<file path="config.mk">
export PLATFORM = sky130hd
export DESIGN_NAME = ram_burst_reader_flat
export DESIGN_NICKNAME = d
export VERILOG_FILES = /design/src/rtl/ram_burst_reader_if.sv /design/src/rtl/ram_burst_reader.sv /design/src/flat_wrapper.sv
export SDC_FILE = /design/constraint.sdc
export NUM_CORES = 1
export LEC_CHECK = 0
export CORE_ASPECT_RATIO = 0.75
export CORE_MARGIN = 3
export CORE_UTILIZATION = 55
export CTS_BUF_LIST = sky130_fd_sc_hd__clkbuf_4
export DETAILED_ROUTE_END_ITERATION = 16
export GPL_TIMING_DRIVEN = 0
export PLACE_DENSITY = 0.82
export REMOVE_ABC_BUFFERS = 1
export SYNTH_ARGS = -nofsm -noshare
export SYNTH_HDL_FRONTEND = slang
export SYNTH_SLANG_ARGS = --single-unit
</file>
<file path="constraint.sdc">
create_clock -name clk -period 5.7 [get_ports clk]
set_input_delay 1.71 -clock clk [delete_from_list [all_inputs] [get_ports clk]]
set_output_delay 1.71 -clock clk [all_outputs]
set_load 0.1 [all_outputs]
</file>
<file path="src/rtl/ram_burst_reader_if.sv">
// Bundles the burst command, RAM port-1 and output stream signals of ram_burst_reader.
// The master modport is the reader's view; slave is the view of the surrounding logic.
interface ram_burst_reader_if #(
  parameter int ADDR_W = 6,
  parameter int DATA_W = 8
);
  logic              start;
  logic [ADDR_W-1:0] base_addr;
  logic [ADDR_W:0]   length;
  logic              busy;
  logic              done;
  logic              port_en_1;
  logic [ADDR_W-1:0] addr_in_1;
  logic [DATA_W-1:0] data_out_1;
  logic              m_valid;
  logic [DATA_W-1:0] m_data;
  logic              m_last;
  logic              m_ready;

  modport master (
    input  start, base_addr, length, data_out_1, m_ready,
    output busy, done, port_en_1, addr_in_1, m_valid, m_data, m_last
  );

  modport slave (
    output start, base_addr, length, data_out_1, m_ready,
    input  busy, done, port_en_1, addr_in_1, m_valid, m_data, m_last
  );
endinterface

</file>
<file path="src/rtl/ram_burst_reader.sv">
// Burst read initiator for a RAM port with 1-cycle read latency, delivering a valid/ready stream.
// state | meaning:  IDLE - waiting for start | ISSUE - reads outstanding to issue | DRAIN - all issued, emptying buffer
module ram_burst_reader #(
  parameter int ADDR_W = 6,
  parameter int DATA_W = 8
) (
  input  logic                clk,
  input  logic                rst,
  ram_burst_reader_if.master  bus
);
  typedef enum logic [1:0] {S_IDLE, S_ISSUE, S_DRAIN} state_t;

  localparam logic [ADDR_W:0] ONE = {{ADDR_W{1'b0}}, 1'b1};

  state_t            r_state;
  logic [ADDR_W-1:0] r_base;
  logic [ADDR_W:0]   r_len;
  logic [ADDR_W:0]   r_issued;
  logic [ADDR_W-1:0] r_addr;
  logic              r_inflight;
  logic              r_infl_last;
  logic              r_busy;
  logic              r_done;
  logic [DATA_W-1:0] r_buf_data [2];
  logic              r_buf_last [2];
  logic              r_wr_ptr;
  logic              r_rd_ptr;
  logic [1:0]        r_count;

  logic              w_valid;
  logic              w_pop;
  logic              w_head_last;
  logic [2:0]        w_occ;
  logic              w_issue;
  logic              w_issue_last;
  logic [ADDR_W-1:0] w_next_addr;

  assign w_valid      = (r_count != 2'd0);
  assign w_pop        = w_valid & bus.m_ready;
  assign w_head_last  = r_buf_last[r_rd_ptr];
  // Occupancy after this cycle's pop, counting the read whose data arrives now.
  assign w_occ        = {1'b0, r_count} + {2'b00, r_inflight} - {2'b00, w_pop};
  assign w_issue      = (r_state == S_ISSUE) && (w_occ < 3'd2);
  assign w_issue_last = w_issue && (r_issued == r_len - ONE);
  assign w_next_addr  = r_base + r_issued[ADDR_W-1:0];

  assign bus.port_en_1 = w_issue;
  assign bus.addr_in_1 = w_issue ? w_next_addr : r_addr;
  assign bus.busy      = r_busy;
  assign bus.done      = r_done;
  assign bus.m_valid   = w_valid;
  assign bus.m_data    = r_buf_data[r_rd_ptr];
  assign bus.m_last    = w_valid & w_head_last;

  always_ff @(posedge clk) begin
    if (rst) begin
      r_state       <= S_IDLE;
      r_base        <= '0;
      r_len         <= '0;
      r_issued      <= '0;
      r_addr        <= '0;
      r_inflight    <= 1'b0;
      r_infl_last   <= 1'b0;
      r_busy        <= 1'b0;
      r_done        <= 1'b0;
      r_buf_data[0] <= '0;
      r_buf_data[1] <= '0;
      r_buf_last[0] <= 1'b0;
      r_buf_last[1] <= 1'b0;
      r_wr_ptr      <= 1'b0;
      r_rd_ptr      <= 1'b0;
      r_count       <= 2'd0;
    end else begin
      r_done      <= 1'b0;
      r_inflight  <= w_issue;
      r_infl_last <= w_issue_last;
      r_count     <= w_occ[1:0];

      // Read data is tagged with its last flag at issue time and captured here.
      if (r_inflight) begin
        r_buf_data[r_wr_ptr] <= bus.data_out_1;
        r_buf_last[r_wr_ptr] <= r_infl_last;
        r_wr_ptr             <= ~r_wr_ptr;
      end
      if (w_pop) begin
        r_rd_ptr <= ~r_rd_ptr;
      end
      if (w_issue) begin
        r_issued <= r_issued + ONE;
        r_addr   <= w_next_addr;
      end

      case (r_state)
        S_IDLE: begin
          if (bus.start) begin
            if (bus.length != '0) begin
              r_state  <= S_ISSUE;
              r_base   <= bus.base_addr;
              r_len    <= bus.length;
              r_issued <= '0;
              r_busy   <= 1'b1;
            end else begin
              r_done <= 1'b1;
            end
          end
        end
        S_ISSUE: begin
          if (w_issue_last) begin
            r_state <= S_DRAIN;
          end
        end
        S_DRAIN: begin
          if (w_pop && w_head_last) begin
            r_state <= S_IDLE;
            r_busy  <= 1'b0;
            r_done  <= 1'b1;
          end
        end
        default: r_state <= S_IDLE;
      endcase
    end
  end
endmodule

</file>
<file path="src/flat_wrapper.sv">
// flat-port wrapper written by rule: the top's interface ports become plain ports
module ram_burst_reader_flat 
#(
  parameter int ADDR_W = 6,
  parameter int DATA_W = 8
)
  (clk, rst, bus_start, bus_base_addr, bus_length, bus_data_out_1, bus_m_ready, bus_busy, bus_done, bus_port_en_1, bus_addr_in_1, bus_m_valid, bus_m_data, bus_m_last);
  ram_burst_reader_if #(.ADDR_W(ADDR_W), .DATA_W(DATA_W)) bus_i ();
  input  logic clk;
  input  logic rst;
  input wire logic [$bits(bus_i.start)-1:0] bus_start;
  input wire logic [$bits(bus_i.base_addr)-1:0] bus_base_addr;
  input wire logic [$bits(bus_i.length)-1:0] bus_length;
  input wire logic [$bits(bus_i.data_out_1)-1:0] bus_data_out_1;
  input wire logic [$bits(bus_i.m_ready)-1:0] bus_m_ready;
  output wire logic [$bits(bus_i.busy)-1:0] bus_busy;
  output wire logic [$bits(bus_i.done)-1:0] bus_done;
  output wire logic [$bits(bus_i.port_en_1)-1:0] bus_port_en_1;
  output wire logic [$bits(bus_i.addr_in_1)-1:0] bus_addr_in_1;
  output wire logic [$bits(bus_i.m_valid)-1:0] bus_m_valid;
  output wire logic [$bits(bus_i.m_data)-1:0] bus_m_data;
  output wire logic [$bits(bus_i.m_last)-1:0] bus_m_last;
  assign bus_i.start = bus_start;
  assign bus_i.base_addr = bus_base_addr;
  assign bus_i.length = bus_length;
  assign bus_i.data_out_1 = bus_data_out_1;
  assign bus_i.m_ready = bus_m_ready;
  assign bus_busy = bus_i.busy;
  assign bus_done = bus_i.done;
  assign bus_port_en_1 = bus_i.port_en_1;
  assign bus_addr_in_1 = bus_i.addr_in_1;
  assign bus_m_valid = bus_i.m_valid;
  assign bus_m_data = bus_i.m_data;
  assign bus_m_last = bus_i.m_last;
  ram_burst_reader #(.ADDR_W(ADDR_W), .DATA_W(DATA_W)) u_core (.clk(clk), .rst(rst), .bus(bus_i));
endmodule
</file>
# Yosys cells after proc, flatten, opt, wreduce, memory -nomap -nowiden
# Memory sizes are Yosys's and may differ from the RTL's. A register that Yosys moved wholly into a read port is not among the register bits.
# Cells that the tools add are included.
dict set report classes {
  addsub 5
  order_cmp 1
  n_eq_ne 7
  mux 33
  bitwise 4
  n_reduce_logical 12
}
# operator n
set ops {}
lappend ops {{$mux W7} 4}
lappend ops {{$mux W1} 20}
lappend ops {{$mux W2} 4}
lappend ops {{$mux W8} 1}
lappend ops {{$reduce_and A4 Y1} 2}
lappend ops {{$reduce_or A8 Y1} 1}
lappend ops {{$add A7 B1 Y7 const B} 1}
lappend ops {{$eq A7 B7 Y1} 1}
lappend ops {{$reduce_bool A7 Y1} 1}
lappend ops {{$sub A7 B1 Y7 const B} 1}
lappend ops {{$add A6 B6 Y6} 1}
lappend ops {{$mux W6} 1}
lappend ops {{$ne A2 B1 Y1 const B} 3}
lappend ops {{$pmux W2 S3} 1}
lappend ops {{$pmux W1 S2} 2}
lappend ops {{$reduce_bool A2 Y1} 2}
lappend ops {{$add A2 B1 Y3} 1}
lappend ops {{$logic_and A1 B1 Y1} 3}
lappend ops {{$lt A3 B2 Y1 const B} 1}
lappend ops {{$reduce_and A3 Y1} 1}
lappend ops {{$sub A3 B1 Y3} 1}
lappend ops {{$and A1 B1 Y1} 2}
lappend ops {{$eq A2 B1 Y1 const B} 1}
lappend ops {{$eq A2 B2 Y1 const B} 1}
lappend ops {{other kinds (4)} 5}
dict set report word_totals {
  regBits 36
  mem_bits_rw 18
  in_bits 25
  out_inout_bits 19
  mem_count 2
}
# name depth word_bits rd rd_ports_with_merged_regs write_ports line_no
set memory_table {}
lappend memory_table {u_core.r_buf_data 2 8 1 1 2 ram_burst_reader.sv:24} ;# logic [DATA_W-1:0] r_buf_data [2];
lappend memory_table {u_core.r_buf_last 2 1 1 1 2 ram_burst_reader.sv:25} ;# logic r_buf_last [2];

# Logic depth before layout (Yosys ltp)
dict set report logic_depth {
  word_depth 9
  depth_mapped 13
}

# Worst setup path before layout
# OpenSTA, ideal clock, no wires.
dict set report synth_path {
  kind {input -> output}
  startpoint {input port bus_m_ready}
  endpoint {output port bus_addr_in_1[3]}
  t_arrival_ns 5.841
  setup_slack_ns -1.851
  path_stages 12
  path_cell_list {o21ai_0 -> inv_1 -> ha_1 -> inv_1 -> ha_1 -> fa_1 -> xnor2_1 -> or3_4 -> inv_2 -> buf_6 -> o21ai_0 -> o21ai_0}
}
dict set report synth_via {
  elab_chain_len 5
}
# item line_no
set synth_lines {}
lappend synth_lines {{start, declared} flat_wrapper.sv:15} ;# input wire logic [$bits(bus_i.m_ready)-1:0] bus_m_ready;
lappend synth_lines {{$and A1 B1 Y1} ram_burst_reader.sv:39} ;# assign w_pop = w_valid & bus.m_ready;
lappend synth_lines {{net u_core.w_pop} ram_burst_reader.sv:31} ;# logic w_pop;
lappend synth_lines {{$sub A3 B1 Y3} ram_burst_reader.sv:42} ;# assign w_occ = {1'b0, r_count} + {2'b00, r_inflight} - {2'b00, w_pop};
lappend synth_lines {{$lt A3 B2 Y1} ram_burst_reader.sv:43} ;# assign w_issue = (r_state == S_ISSUE) && (w_occ < 3'd2);
lappend synth_lines {{$logic_and A1 B1 Y1} ram_burst_reader.sv:43}
lappend synth_lines {{net bus_port_en_1} flat_wrapper.sv:18} ;# output wire logic [$bits(bus_i.port_en_1)-1:0] bus_port_en_1;
lappend synth_lines {{$mux W6} ram_burst_reader.sv:48} ;# assign bus.addr_in_1 = w_issue ? w_next_addr : r_addr;
lappend synth_lines {{end, declared} flat_wrapper.sv:19} ;# output wire logic [$bits(bus_i.addr_in_1)-1:0] bus_addr_in_1;
# The timed path passes the listed nets, and every way through them passes these cells.

# Worst setup path in the final report
dict set report layout_path {
  startpoint {input port bus_m_ready}
  endpoint {output port bus_addr_in_1[4]}
}
dict set report layout_via {
  elab_chain_len 5
}
# item line_no
set layout_lines {}
lappend layout_lines {{$and A1 B1 Y1} ram_burst_reader.sv:39}
lappend layout_lines {{net u_core.w_pop} ram_burst_reader.sv:31}
lappend layout_lines {{$sub A3 B1 Y3} ram_burst_reader.sv:42}
lappend layout_lines {{$lt A3 B2 Y1} ram_burst_reader.sv:43}
lappend layout_lines {{$logic_and A1 B1 Y1} ram_burst_reader.sv:43}
lappend layout_lines {{$mux W6} ram_burst_reader.sv:48}
# The timed path passes the listed nets, and every way through them passes these cells.

==> Flow_metrics.wiki <==
{| class="wikitable"
! Metric !! Value
|-
| Status || complete, no violations
|-
| Register area share after synthesis || 47.5%
|-
| Cell chosen for the clock root || sky130_fd_sc_hd__clkbuf_4
|-
| Dominant combinational cell family by area after synthesis || simple AND/OR/NAND/NOR gates
|-
| Startpoint class of the critical path || primary input
|-
| Share of power burned in the clock network || 15.9%
|-
| Aggregate global routing overflow || 0
|-
| Filler cell count || 295
|-
| Biggest area contributors in the synthesized netlist || sky130_fd_sc_hd__dfxtp_1, sky130_fd_sc_hd__edfxtp_1, sky130_fd_sc_hd__and2_1
|-
| Detailed-route via count || 2,142
|-
| Worst setup margin || 0.0508 ns
|-
| Number of antenna violations at the first check in global routing || 0
|-
| Area used by multi-input combinational logic || 1380 sq um
|-
| Max-slew headroom at the worst pin || 30.5%
|-
| Final min period || 5.65 ns
|-
| Cell Chain, Critical Path || buf_6, o21ai_2, inv_2, ha_4, inv_4, ha_4, fa_2, xnor2_2, or3_4, o31ai_4, buf_6
|-
| Vias in the first global route || 2,113
|-
| Register share of total power || 35.0%
|-
| Die W || 86.9 um
|-
| Number of diodes added for antenna fixing || 0
|-
| Initial cell density of the core || 58.7%
|-
| Hold-fix buffer count after cts || 0
|-
| Final setup violation count || 0
|-
| Ys flop type || sky130_fd_sc_hd__dfxtp_1
|-
| Total DRC errors in the routed layout || 0
|-
| Critical path peak fanout || 8
|-
| Stage delay of the slowest cell on the critical path || 0.47 ns
|-
| Count of flip-flops with a built-in enable after synthesis || 18
|-
| Insertion delay of the later-clocked pin in the worst-skew pair || 0.38 ns
|-
| Post-synthesis xor/xnor area fraction || 5.84%
|-
| Fraction of the mapped netlist area in simple logic gates || 18.9%
|-
| Remaining number of nets flagged by the antenna check after routing || 0
|-
| Buffers and inverters on the worst path || 4
|-
| Worst IR Drop VDD || 0.388 mV
|-
| Most frequently used cell type in the post-synthesis netlist || sky130_fd_sc_hd__dfxtp_1
|-
| Yosys reg bits || 55
|-
| Proportion of total power due to net switching || 41.9%
|-
| Number of buffers inserted during clock tree synthesis || 5
|-
| Leakage Power || 1.45 nW
|-
| Total track usage || 23.0%
|-
| Count of TritonRoute iterations in the first routing pass || 4
|-
| Overall die area || 5790 sq um
|-
| Clock tree from TritonCTS || done
|-
| Maximum number of pins on one net before global-route repair || 28
|-
| Reg clk slew, reported paths || 0.15 ns
|-
| Net count reported at finish || 375
|-
| Fraction of registers with async set or reset after synthesis || 0%
|-
| Final Total Pwr || 1.38 mW
|-
| Layout Cells excl Fill || 397
|-
| Crit path max-delay cell type || sky130_fd_sc_hd__or3_4
|-
| Yosys warnings || 0
|-
| Share of layout cells above drive strength 1 || 23.2%
|-
| Switching power || 0.577 mW
|-
| Worst hold slack across all endpoints || 0.537 ns
|-
| Path category of the worst min-delay check || flip-flop to flip-flop
|-
| Post-synthesis share of cell area spent on full adders, half adders and majority gates || 5.66%
|-
| Cell Area, Synth || 2700 sq um
|-
| Core region area || 4600 sq um
|-
| Sequential cell area || 1280 sq um
|-
| Max layer used || met4
|-
| Number of buffers added on ports || 43
|-
| Vias per Instance || 5.40
|-
| Syn Area/Cell || 10.1 sq um
|-
| Final GP Congestion || 0.791
|-
| Cell count after synthesis || 266
|-
| Cell Area, Placed || 3160 sq um
|-
| Worst hold path cell count || 2
|-
| Data arrival at the endpoint of the critical path || 3.94 ns
|-
| Count of max-cap constraint violations || 0
|-
| Wire length of the first global-routing pass || 10.1 mm
|-
| Areal power density over the cells || 380 nW/um^2
|-
| Tightest Pin Transition || 1.04 ns
|-
| Share of the synthesized area in compound gates (AO/OA/AOI/OAI) || 8.91%
|-
| Fraction of synthesized area in multiplexers || 8.53%
|-
| Post-detailed-route wirelength per cell || 15.8 um
|-
| Number of failing hold endpoints at the final stage || 0
|-
| Detailed-route wire length || 6.28 mm
|-
| Number of core rows || 21
|-
| Post-detailed-placement half-perimeter wirelength || 3.81 mm
|-
| Setup repair after global routing missed its margin || true
|-
| Biggest area consumer among synthesized cells || sky130_fd_sc_hd__dfxtp_1
|-
| Starting DRC count in detailed routing || 194
|-
| Routed length on met3 || 323 um
|-
| Final period utilization || 99.1%
|-
| Endpoint class of the critical path || primary output
|-
| Internal power || 0.801 mW
|-
| Comb power frac || 49.2%
|-
| Maximum clock insertion buffer count || 2
|-
| # placed instances || 355
|-
| Routed metal-1 wire length || 2.79 mm
|-
| Final standard cell area without fillers || 3630 sq um
|-
| Worst setup path category || primary input to primary output
|-
| Clock H-tree levels || 2
|-
| Max-slew violation total from the final report || 0
|-
| Synth top cells by count || sky130_fd_sc_hd__dfxtp_1, sky130_fd_sc_hd__nor2_1, sky130_fd_sc_hd__and2_1
|-
| Die Height || 66.7 um
|-
| Worst EP required || 3.99 ns
|-
| Number of cells on the worst reg-to-reg path || 31
|-
| Post-placement setup slack || -1.55 ns
|-
| Share of Yosys cell area claimed by the top area cell type || 27.5%
|-
| Synth-to-Final Area Change || 34.5%
|-
| I/O pin cnt || 44
|-
| Timing-limited maximum frequency || 177 MHz
|-
| WP depth || 11
|-
| Setup Skew || 0.0143 ns
|-
| Cell family with the largest share of critical-path delay || adder cells
|-
| Number of sinks driven by the clock tree || 55
|-
| Number of different library cells in the post-synthesis netlist || 49
|-
| Total met2 wirelength after detailed routing || 3.02 mm
|}
-- flip-flops by register name (all words and copies together) (netlist names), 2 cells and up, named ones only --
register / flops
u_core.r_buf_last: 2
u_core.r_len: 7
u_core.r_state: 2
u_core.r_issued: 7
u_core.r_count: 2
u_core.r_addr: 6
u_core.r_buf_data: 16
u_core.r_base: 6
-- per-layer routing --
metal / GRT usage [%] / vias to the layer above
met2: 38.0 / 69
met3: 4.82 / 14
met1: 28.8 / 997
met4: 11.1 / 0
li1: - / 1062
met5: 0 / -
-- cells by family (layout without fill, tap and decap cells) --
kind of cell | Yosys count | count (layout)
AO/OA/AOI/OAI | 37 | 37
XOR/XNOR | 18 | 18
adder cells (fa/ha/maj) | 11 | 11
buffers and inverters | 30 | 104
flip-flops | 55 | 55
multiplexers | 22 | 22
AND/OR/NAND/NOR | 93 | 93
-- through the flow --
stage | setup TNS, ns | util (%)
after global routing | 0 | 78.9
after global placement | -14.04 | 68.2
after floorplan | -9.92 | -
after detailed placement | -9.38 | 68.7
after CTS | 0 | 77.1
final | 0 | 78.9
-- layout make-up --
class | instances | share of cell area, %
Multi-Input combinational cell | 181 | 38.0
Sequential cell | 55 | 35.3
Timing Repair Buffer | 79 | 20.4
Inverter | 17 | 2.04
Tap cell | 57 | 1.97
Clock inverter | 3 | 1.17
Clock buffer | 5 | 1.03
-- path summary, 6_finish.rpt --
kind,start,end,slack (ns)
setup / recovery,bus_m_ready,bus_addr_in_1[4],0.05
hold / removal,u_core.r_base[2],u_core.r_base[2],0.54
setup reg to reg,u_core.r_count[1],u_core.bus.busy,1.04
hold reg to reg,u_core.r_base[2],u_core.r_base[2],0.54
-- power groups by stage --
| stage | combinational, mW | clock [mW] | sequential, mW |
|---|---|---|---|
| floorplan | 0.390 | 0 | 0.481 |
| global placement | 0.501 | 0 | 0.483 |
| detailed placement | 0.506 | 0 | 0.486 |
| CTS | 0.627 | 0.217 | 0.479 |
| global route | 0.709 | 0.238 | 0.487 |
| finish | 0.678 | 0.219 | 0.482 |
-- worst min-delay path, stage by stage, from the launching register on --
cell	delay, ns
sky130_fd_sc_hd__dfxtp_1	0.37
sky130_fd_sc_hd__mux2i_1	0.07
sky130_fd_sc_hd__nor2_1	0.07
-- layout by cell type, fill, tap and decap left out, types with 5 or more instances in the layout --
cell type | netlist | routed
sky130_fd_sc_hd__edfxtp_1 | 18 | 18
sky130_fd_sc_hd__o21ai_0 | 13 | 7
sky130_fd_sc_hd__mux2_2 | 8 | 8
sky130_fd_sc_hd__xor2_1 | 6 | 6
sky130_fd_sc_hd__buf_6 | 1 | 5
sky130_fd_sc_hd__clkbuf_4 | 0 | 5
sky130_fd_sc_hd__and2_1 | 23 | 23
sky130_fd_sc_hd__clkdlybuf4s50_1 | 0 | 35
sky130_fd_sc_hd__buf_4 | 1 | 34
sky130_fd_sc_hd__a21oi_1 | 7 | 6
sky130_fd_sc_hd__nor2_1 | 28 | 28
sky130_fd_sc_hd__ha_1 | 9 | 7
sky130_fd_sc_hd__dfxtp_1 | 37 | 37
sky130_fd_sc_hd__mux2i_1 | 14 | 14
sky130_fd_sc_hd__xnor2_1 | 12 | 11
sky130_fd_sc_hd__inv_1 | 16 | 14
sky130_fd_sc_hd__nand2_1 | 13 | 12
-- repair_timing --
item	in CTS	in global routing
buffers inserted	34	1
endpoints found under the setup margin	7	10
gates resized for setup	70	19
pin swaps	4	7
Power figures use the tool's default switching activity.
